<file path="config.mk">
export PLATFORM = sky130hd
export DESIGN_NAME = kgp_risc_seq_ctrl_flat
export DESIGN_NICKNAME = d
export VERILOG_FILES = /design/src/rtl/kgp_risc_pkg.sv /design/src/rtl/kgp_risc_seq_ctrl_if.sv /design/src/rtl/kgp_seq_mem_tmo.sv /design/src/rtl/kgp_risc_seq_ctrl.sv /design/src/flat_wrapper.sv
export SDC_FILE = /design/constraint.sdc
export NUM_CORES = 1
export LEC_CHECK = 0
export ABC_AREA = 1
export BUFFER_PORTS_ARGS = -buffer_cell sky130_fd_sc_hd__buf_2
export CORE_MARGIN = 4
export CORE_UTILIZATION = 54
export DETAILED_ROUTE_END_ITERATION = 8
export GPL_TIMING_DRIVEN = 1
export HOLD_SLACK_MARGIN = 0.06
export PLACE_DENSITY = 0.78
export SYNTH_ARGS = -nofsm -noshare
export SYNTH_HDL_FRONTEND = slang
export SYNTH_SLANG_ARGS = --single-unit
</file>
<file path="constraint.sdc">
create_clock -name clk -period 1.8 [get_ports clk]
set_input_delay 0.09 -clock clk [delete_from_list [all_inputs] [get_ports clk]]
set_output_delay 0.09 -clock clk [all_outputs]
set_load 0.02 [all_outputs]
</file>
<file path="src/rtl/kgp_risc_pkg.sv">
// kgp_risc_pkg: opcode classes, funct codes, state/select encodings and control decode shared by the sequencer and the datapath decoder
package kgp_risc_pkg;
    localparam int KGP_OPC_W = 6;
    localparam int KGP_FUNC_W = 5;
    localparam int KGP_MEM_TMO = 15;

    localparam logic [KGP_OPC_W-1:0] OPC_ALU_R = 6'b000000;
    localparam logic [KGP_OPC_W-1:0] OPC_ALU_I = 6'b000001;
    localparam logic [KGP_OPC_W-1:0] OPC_LW = 6'b000010;
    localparam logic [KGP_OPC_W-1:0] OPC_SW = 6'b000011;
    localparam logic [KGP_OPC_W-1:0] OPC_UNCOND = 6'b000100;
    localparam logic [KGP_OPC_W-1:0] OPC_COND = 6'b000101;
    localparam logic [KGP_OPC_W-1:0] OPC_HALT = 6'b111111;

    localparam logic [KGP_FUNC_W-1:0] FN_B = 5'd0;
    localparam logic [KGP_FUNC_W-1:0] FN_BL = 5'd1;
    localparam logic [KGP_FUNC_W-1:0] FN_BR = 5'd2;

    typedef enum logic [2:0] {S_FETCH, S_DECODE, S_EXEC, S_MEM, S_WB, S_HALT, S_ERR} state_t;
    typedef enum logic [1:0] {PC_SEQ, PC_BRT, PC_REG} pc_sel_t;
    typedef enum logic [1:0] {WS_ALU, WS_MEM, WS_LINK} rf_wsel_t;

    typedef struct packed {
        logic ir_we;
        logic pc_we;
        pc_sel_t pc_sel;
        logic alu_imm;
        logic rf_we;
        rf_wsel_t rf_wsel;
        logic dmem_req;
        logic dmem_we;
        logic halted;
        logic err;
    } ctrl_t;

    function automatic logic opc_legal(input logic [KGP_OPC_W-1:0] opc);
        return opc inside {OPC_ALU_R, OPC_ALU_I, OPC_LW, OPC_SW, OPC_UNCOND, OPC_COND, OPC_HALT};
    endfunction

    // Moore control word for a state; the COND branch enable is added by the caller from br_cond
    function automatic ctrl_t ctrl_decode(input state_t s, input logic [KGP_OPC_W-1:0] opc, input logic [KGP_FUNC_W-1:0] fn);
        ctrl_t c;
        c = '0;
        case (s)
            S_FETCH: begin
                c.ir_we = 1'b1;
                c.pc_we = 1'b1;
            end
            S_EXEC: begin
                c.alu_imm = opc inside {OPC_ALU_I, OPC_LW, OPC_SW};
                if (opc == OPC_UNCOND) begin
                    c.pc_we = 1'b1;
                    c.pc_sel = (fn == FN_BR) ? PC_REG : PC_BRT;
                    c.rf_we = (fn == FN_BL);
                    c.rf_wsel = (fn == FN_BL) ? WS_LINK : WS_ALU;
                end
                if (opc == OPC_COND) c.pc_sel = PC_BRT;
            end
            S_MEM: begin
                c.dmem_req = 1'b1;
                c.dmem_we = (opc == OPC_SW);
            end
            S_WB: begin
                c.rf_we = 1'b1;
                c.rf_wsel = (opc == OPC_LW) ? WS_MEM : WS_ALU;
            end
            S_HALT: c.halted = 1'b1;
            S_ERR: c.err = 1'b1;
            default: ;
        endcase
        return c;
    endfunction
endpackage

</file>
<file path="src/rtl/kgp_risc_seq_ctrl_if.sv">
// kgp_risc_seq_ctrl_if: data-memory request/acknowledge handshake between sequencer and memory
interface kgp_risc_seq_ctrl_if;
    logic dmem_req;
    logic dmem_we;
    logic dmem_ack;
    modport master (output dmem_req, output dmem_we, input dmem_ack);
    modport slave (input dmem_req, input dmem_we, output dmem_ack);
endinterface

</file>
<file path="src/rtl/kgp_seq_mem_tmo.sv">
// kgp_seq_mem_tmo: counts unacknowledged request cycles and flags the cycle the count would reach MEM_TMO
module kgp_seq_mem_tmo #(
    parameter int MEM_TMO = 15
) (
    input  logic clk,
    input  logic rst_n,
    input  logic i_req,
    input  logic i_ack,
    output logic o_timeout
);
    logic [3:0] r_cnt;

    assign o_timeout = i_req && !i_ack && (r_cnt == 4'(MEM_TMO - 1));

    // any ack or idle cycle restarts the count
    always_ff @(posedge clk or negedge rst_n)
        if (!rst_n) r_cnt <= '0;
        else r_cnt <= (i_req && !i_ack) ? r_cnt + 4'd1 : '0;
endmodule

</file>
<file path="src/rtl/kgp_risc_seq_ctrl.sv">
// kgp_risc_seq_ctrl: multi-cycle FETCH/DECODE/EXEC/MEM/WB sequencer; define KGP_SEQ_PERF_CNT_EN for cycle/instruction counters
module kgp_risc_seq_ctrl
    import kgp_risc_pkg::*;
#(
    parameter int OPC_W = KGP_OPC_W,
    parameter int FUNC_W = KGP_FUNC_W,
    parameter int MEM_TMO = KGP_MEM_TMO
) (
    input  logic              clk,
    input  logic              rst_n,
    input  logic [OPC_W-1:0]  i_opcode,
    input  logic [FUNC_W-1:0] i_funct,
    input  logic              i_br_cond,
    kgp_risc_seq_ctrl_if.master dmem,
    output logic              o_ir_we,
    output logic              o_pc_we,
    output logic [1:0]        o_pc_sel,
    output logic              o_alu_imm,
    output logic              o_rf_we,
    output logic [1:0]        o_rf_wsel,
    output logic              o_halted,
    output logic              o_err
`ifdef KGP_SEQ_PERF_CNT_EN
    ,
    output logic [31:0]       o_cyc_cnt,
    output logic [31:0]       o_instr_cnt
`endif
);
    state_t r_state, w_next;
    logic [OPC_W-1:0] r_opc, w_opc;
    logic [FUNC_W-1:0] r_fn, w_fn;
    ctrl_t r_ctrl, w_ctrl;
    logic w_timeout;

    kgp_seq_mem_tmo #(.MEM_TMO(MEM_TMO)) u_tmo (
        .clk(clk),
        .rst_n(rst_n),
        .i_req(r_ctrl.dmem_req),
        .i_ack(dmem.dmem_ack),
        .o_timeout(w_timeout)
    );

    // outputs for EXEC are decoded from the IR fields being latched this cycle
    assign w_opc = (r_state == S_DECODE) ? i_opcode : r_opc;
    assign w_fn = (r_state == S_DECODE) ? i_funct : r_fn;
    assign w_ctrl = ctrl_decode(w_next, w_opc, w_fn);

    // next state; HALT and ERR hold until reset
    always_comb begin
        w_next = r_state;
        case (r_state)
            S_FETCH: w_next = S_DECODE;
            S_DECODE: w_next = !opc_legal(i_opcode) ? S_ERR : (i_opcode == OPC_HALT) ? S_HALT : S_EXEC;
            S_EXEC: w_next = (r_opc inside {OPC_LW, OPC_SW}) ? S_MEM : (r_opc inside {OPC_ALU_R, OPC_ALU_I}) ? S_WB : S_FETCH;
            S_MEM: w_next = dmem.dmem_ack ? ((r_opc == OPC_LW) ? S_WB : S_FETCH) : w_timeout ? S_ERR : S_MEM;
            S_WB: w_next = S_FETCH;
            default: w_next = r_state;
        endcase
    end

    // state, latched IR fields and registered control word; reset forces the FETCH word
    always_ff @(posedge clk or negedge rst_n)
        if (!rst_n) begin
            r_state <= S_FETCH;
            r_opc <= '0;
            r_fn <= '0;
            r_ctrl <= ctrl_decode(S_FETCH, '0, '0);
        end else begin
            r_state <= w_next;
            r_ctrl <= w_ctrl;
            if (r_state == S_DECODE) begin
                r_opc <= i_opcode;
                r_fn <= i_funct;
            end
        end

    // pc_we is held low while reset is asserted so the first PC update lands on the first edge after release
    assign o_pc_we = (r_ctrl.pc_we && rst_n) || (r_state == S_EXEC && r_opc == OPC_COND && i_br_cond);
    assign o_ir_we = r_ctrl.ir_we;
    assign o_pc_sel = r_ctrl.pc_sel;
    assign o_alu_imm = r_ctrl.alu_imm;
    assign o_rf_we = r_ctrl.rf_we;
    assign o_rf_wsel = r_ctrl.rf_wsel;
    assign o_halted = r_ctrl.halted;
    assign o_err = r_ctrl.err;
    assign dmem.dmem_req = r_ctrl.dmem_req;
    assign dmem.dmem_we = r_ctrl.dmem_we;

`ifdef KGP_SEQ_PERF_CNT_EN
    logic [31:0] r_cyc_cnt, r_instr_cnt;

    // cycles spent running and completed returns to FETCH, both free-wrapping
    always_ff @(posedge clk or negedge rst_n)
        if (!rst_n) begin
            r_cyc_cnt <= '0;
            r_instr_cnt <= '0;
        end else begin
            if (!(r_state inside {S_HALT, S_ERR})) r_cyc_cnt <= r_cyc_cnt + 32'd1;
            if (w_next == S_FETCH && r_state != S_FETCH) r_instr_cnt <= r_instr_cnt + 32'd1;
        end

    assign o_cyc_cnt = r_cyc_cnt;
    assign o_instr_cnt = r_instr_cnt;
`endif
endmodule

</file>
<file path="src/flat_wrapper.sv">
// flat-port wrapper written by rule: the top's interface ports become plain ports
module kgp_risc_seq_ctrl_flat import kgp_risc_pkg::*;
#(
    parameter int OPC_W = KGP_OPC_W,
    parameter int FUNC_W = KGP_FUNC_W,
    parameter int MEM_TMO = KGP_MEM_TMO
)
  (clk, rst_n, i_opcode, i_funct, i_br_cond, o_ir_we, o_pc_we, o_pc_sel, o_alu_imm, o_rf_we, o_rf_wsel, o_halted, o_err, dmem_dmem_req, dmem_dmem_we, dmem_dmem_ack);
  kgp_risc_seq_ctrl_if dmem_i ();
  input  logic clk;
  input  logic rst_n;
  input  logic [OPC_W-1:0] i_opcode;
  input  logic [FUNC_W-1:0] i_funct;
  input  logic i_br_cond;
  output logic o_ir_we;
  output logic o_pc_we;
  output logic [1:0] o_pc_sel;
  output logic o_alu_imm;
  output logic o_rf_we;
  output logic [1:0] o_rf_wsel;
  output logic o_halted;
  output logic o_err;
  output wire logic [$bits(dmem_i.dmem_req)-1:0] dmem_dmem_req;
  output wire logic [$bits(dmem_i.dmem_we)-1:0] dmem_dmem_we;
  input wire logic [$bits(dmem_i.dmem_ack)-1:0] dmem_dmem_ack;
  assign dmem_dmem_req = dmem_i.dmem_req;
  assign dmem_dmem_we = dmem_i.dmem_we;
  assign dmem_i.dmem_ack = dmem_dmem_ack;
  kgp_risc_seq_ctrl #(.OPC_W(OPC_W), .FUNC_W(FUNC_W), .MEM_TMO(MEM_TMO)) u_core (.clk(clk), .rst_n(rst_n), .i_opcode(i_opcode), .i_funct(i_funct), .i_br_cond(i_br_cond), .dmem(dmem_i), .o_ir_we(o_ir_we), .o_pc_we(o_pc_we), .o_pc_sel(o_pc_sel), .o_alu_imm(o_alu_imm), .o_rf_we(o_rf_we), .o_rf_wsel(o_rf_wsel), .o_halted(o_halted), .o_err(o_err));
endmodule
</file>
After elaboration in Yosys (flattened, before gate mapping):

Index checks and enable logic that the tools add are counted.

* RAM bits: 0
* memories kept: 0
* bits of input ports: 15
* output and inout bits: 12
* latch bits: 0
* word-level logic and storage cells: 81
* bits in read-only memories: 0
* flip-flop bits (word level): 30

* equality and inequality tests: 27
* multiply operators: 0
* reduce and logical (&&, ||, !) cells: 15
* muxes and demuxes: 24
* order comparisons: 0
* bitwise gates (word level): 0
* $add $sub $neg: 1
* shifts and indexed selects: 0
* divide/modulo/power cells: 0

Operator list (count)
* 6-bit by 2-bit == test with 1-bit output (second input constant): 6
* 6-bit by 3-bit == test with 1-bit output (second input constant): 5
* 3-bit 2-to-1 mux: 10
* 6-bit by 1-bit == test with 1-bit output (second input constant): 3
* 3-bit case mux with 5 select lines: 1
* 3-bit by 2-bit == test with 1-bit output (second input constant): 4
* 3-bit == test (second input constant): 4
* 6-bit logical NOT: 2
* 2-bit 2-to-1 mux: 4
* 7-bit nonzero test: 1
* 6-bit == test (second input constant): 1
* 3-bit logical NOT: 2
* 6-bit 2-to-1 mux: 1
* 3-bit case mux with 2 select lines: 1
* 5-bit by 1-bit == test with 1-bit output (second input constant): 1
* 5-bit by 2-bit == test with 1-bit output (second input constant): 1
* 1-bit logical AND: 5
* 5-bit 2-to-1 mux: 1
* 4-bit by 1-bit adder with 4-bit output (second input constant): 1
* 4-bit == test (second input constant): 1
* 1-bit 2-to-1 mux: 4
* 4-bit 2-to-1 mux: 1
* 2-bit nonzero test: 2
* 3-bit by 1-bit == test with 1-bit output (second input constant): 1
* 4 further kinds: 4

Logic depth before layout (Yosys ltp):

* depth in word-level cells: 8
* mapped depth: 11
* depth with buffers taken out: 11

Hierarchy:

A second synthesis with hierarchy kept.

* cell total of the unflattened synthesis: 196
* area total of the unflattened synthesis: 1544.0 sq um

By module, submodules not included
* kgp_risc_seq_ctrl: cells an instance 174, instances 1, area each 1343.8 sq um
* kgp_seq_mem_tmo: cells an instance 22, instances 1, area each 200.2 sq um

Least setup slack after synthesis:

No wires, ideal clock.

* path kind: reg-to-reg
* start: register u_core.r_state[1]
* end: register u_core.r_ctrl (netlist bit u_core.o_pc_sel[0])
* arrival time: 1347 ps
* path buffers: 2
* library setup time: 118 ps
* required time: 1682 ps
* stages on the path, launching flop included: 11
* setup slack: 336 ps
* clock period less this slack: 1464 ps
* cell sequence: dfrtp_1 -> nor2_2 -> nand2_2 -> buf_6 -> buf_8 -> o21ai_2 -> inv_2 -> nor2_1 -> nand4_1 -> o21ai_1 -> nor2_1

RTL lines
* start, declared: line kgp_risc_seq_ctrl.sv:29 `state_t r_state, w_next;`
* start signal, assigned: line kgp_risc_seq_ctrl.sv:69 `r_state <= w_next;`
* end signal, assigned: line kgp_risc_seq_ctrl.sv:67 `r_ctrl <= ctrl_decode(S_FETCH, '0, '0);`
* end signal, assigned: line kgp_risc_seq_ctrl.sv:70 `r_ctrl <= w_ctrl;`
* end, declared: line kgp_risc_seq_ctrl.sv:32 `ctrl_t r_ctrl, w_ctrl;`

==> results.sh <==
export IMPL_synth_top_cell_area_share_pct=47.34
export IMPL_ys_seq_elements=30
export IMPL_drive_above_1_share_pct=27.93
export IMPL_arrival_ns=1.94
export IMPL_dr_total_vias=1257
export IMPL_num_io_pins=27
export IMPL_synth_area_leaders="dfrtp_1 47%, nand2_1 11%, inv_1 7.4%"
export IMPL_start_kind="flop"
export IMPL_synthCells=179
export IMPL_path_max_fanout=15
export IMPL_wl_per_cell_um=12.24
export IMPL_drt_total_wl_um=3084
export IMPL_r2r_start="u_core.r_state[1]"
export IMPL_drc=0
export IMPL_coreArea_um2=2545
export IMPL_final_common_cell="nand2_1"
export IMPL_seqCellArea_um2=753.2
export IMPL_max_slew_margin_pct=75.05
export IMPL_r2r_slack_ns=0.10
export IMPL_hold_violations=0
export IMPL_cts_buffers=5
export IMPL_fin_cells=252
export IMPL_worst_skew_pair_late_latency_ns=0.33
export IMPL_htreeDepth=2
export IMPL_grt_antenna_before_repair=0
export IMPL_ys_seq_area_share_pct=50.89
export IMPL_startpoint="u_core.r_state[1]"
export IMPL_grt_overflow=0
export IMPL_clk_pin_slew_ns=0.10
export IMPL_first_pass_iters=4
export IMPL_num_rows=18
export IMPL_syn_avg_cell_area_um2=8.269
export IMPL_fin_hold_ws_ns=0.06129
export IMPL_die_h_um=60.36
export IMPL_crit_slowest_cell="dfrtp_1"
export IMPL_numClockSinks=30
export IMPL_drv_cap=0
export IMPL_setup_worst_path_class="flop to flop"
export IMPL_leakage_nw=1.052
export IMPL_ant_nets=0
export IMPL_vdd_drop_max_uv=777.4
export IMPL_areaGrowthSynthToFinish_pct=25.19
export IMPL_vias_per_cell=4.988
export IMPL_powerDensity_nw_per_um2=772.9
export IMPL_yosys_area_top_type="dfrtp_1"
export IMPL_total_power_mw=1.432
export IMPL_final_cell_mix="43 x nand2_1, 28 x inv_1, 28 x dfrtp_1"
export IMPL_die_area_um2=3643
export IMPL_gr_usage_all_layers_pct=20.01
export IMPL_drt_iter0_drc=36
export IMPL_crit_required_ns=2.05
export IMPL_status="finished, final reports clean"
export IMPL_dp_cells=231
export IMPL_multi_input_area_um2=570.5
export IMPL_clock_fmax_ghz=0.5897
export IMPL_rsz0062_at_grt="true"
export IMPL_cts_buffer_depth=2
export IMPL_synth_cell_types=24
export IMPL_critPathCaptureType="flop"
export IMPL_crit_chain="nor2_2 -> nand2_4 -> buf_4 -> o21ai_2 -> nand3_2 -> inv_1 -> nand4_1 -> nor3_1"
export IMPL_grt_pass1_vias=1246
export IMPL_final_nets=238
export IMPL_num_fill_cells=197
export IMPL_min_path_type="input port to flop"
export IMPL_hpwl_um=2263
export IMPL_routabilityCongestion=0.8608
export IMPL_syn_num_nets=196
export IMPL_die_w_um=60.36
export IMPL_period_share_pct=94.21
export IMPL_cts_tree="yes"
export IMPL_synth_warnings=0
export IMPL_hp_start="i_funct[3]"
export IMPL_finalMaxSlewViolations=0
export IMPL_grt_pass1_wl_um=5285
export IMPL_setup_viol=0
export IMPL_worst_slew_pin_slew_ns=0.3743
export IMPL_critical_path_max_stage_delay_ns=0.43
export IMPL_start_util_pct=58.16
export IMPL_clock_skew_ns=0.009876
export IMPL_grt_max_degree=31
export IMPL_numPortBuffers=26
export IMPL_min_period_ns=1.696
export IMPL_syn_area_um2=1480
export IMPL_cts_root_buf="clkbuf_4"
export IMPL_antenna_cells=0
-- power by group --
group	leakage (nW)	switching [mW]	total [mW]	internal, mW
Combinational	0.623	0.0291	0.0578	0.0287
Sequential	0.370	0	0.674	0.674
Clock	0.0585	0.230	0.701	0.471
Total	1.05	0.259	1.43	1.17
-- per-layer routing --
layer	part of all wire, %	track usage (%)	vias up
li1	-	-	631
met1	41	22.88	590
met2	53	34.72	32
met3	5.1	5.745	4
met4	1.3	8.861	0
met5	0	0	-
-- final timing paths --
path	endpoint	cells past startpoint
worst max-delay path	u_core.dmem.dmem_we	8
worst max register to register	u_core.dmem.dmem_we	8
max in group asynchronous	u_core.r_ctrl[10]	3
worst min register to register	u_core.u_tmo.r_cnt[0]	1
min in group asynchronous	u_core.r_fn[2]	3
worst min-delay path	u_core.r_fn[3]	3
-- cell usage after synthesis --
cell and number:
nand2_1 44, inv_1 29, dfrtp_1 28, nor2_1 24
nand3_1 6, nand4_1 6, nor3_1 6, o21ai_2 6
nor2_2 5, buf_4 4, o21ai_0 3, dfstp_2 2
ha_1 2, nand2_2 2, nand3b_1 2, o21ai_1 2
buf_6 1, buf_8 1, inv_2 1, nand3_2 1
nor3_2 1, or2_2 1, xnor2_1 1, xor2_1 1
-- critical path: cells and delay by family, from the launching register on --
kind	cells	cell delay, ns
buf+inv	2	0.29
flops	1	0.43
compound gates	1	0.16
simple gates	5	0.72
-- per-stage QoR --
| stage | util [%] | setup slack, ns | cell area [um2] | TNS, ns |
|---|---|---|---|---|
| 3_3_place_gp | 63.13 | 0.1297 | 1607 | 0 |
| 2_1_floorplan | - | 0.3357 | 1480 | 0 |
| 6_report | 72.81 | 0.1041 | 1853 | 0 |
| 3_5_place_dp | 63.13 | 0.04606 | 1607 | 0 |
| 5_1_grt | 72.81 | -0.03402 | 1853 | -0.09417 |
| 4_1_cts | 71.44 | 0.01786 | 1818 | 0 |
-- cell type report --
cell class	instances	area share, %
sequential	30	40.65
multi-input combinational	113	30.79
timing repair buffer	41	14.45
inverter	30	6.077
clock inverter	2	3.241
clock buffer	6	2.768
tap	30	2.026
-- state kept, by name (all words and copies together) (netlist names), 2 cells and up --
register and cells:
u_core.o_rf_wsel 2, u_core.r_opc 6, u_core.r_state 3, u_core.r_fn 5, u_core.u_tmo.r_cnt 4, u_core.o_pc_sel 2
-- repair_timing --
action | in CTS | in global routing
endpoints found under the hold margin | 37 | 0
setup endpoints to repair | 0 | 10
setup buffers | 0 | 3
resized for setup | 0 | 5
hold buffers | 10 | 0
-- cell families after synthesis --
kind of cell               share of synthesized area (%)
and+or+nand+nor                                    29.59
xor gates and xnor gates                           1.184
adders and majority gates                          1.690
AOI/OAI and AO/OA                                  5.241
DFF                                                50.89
buffers and inverters                              11.41
Note: power is estimated with default switching activity, not from simulation.
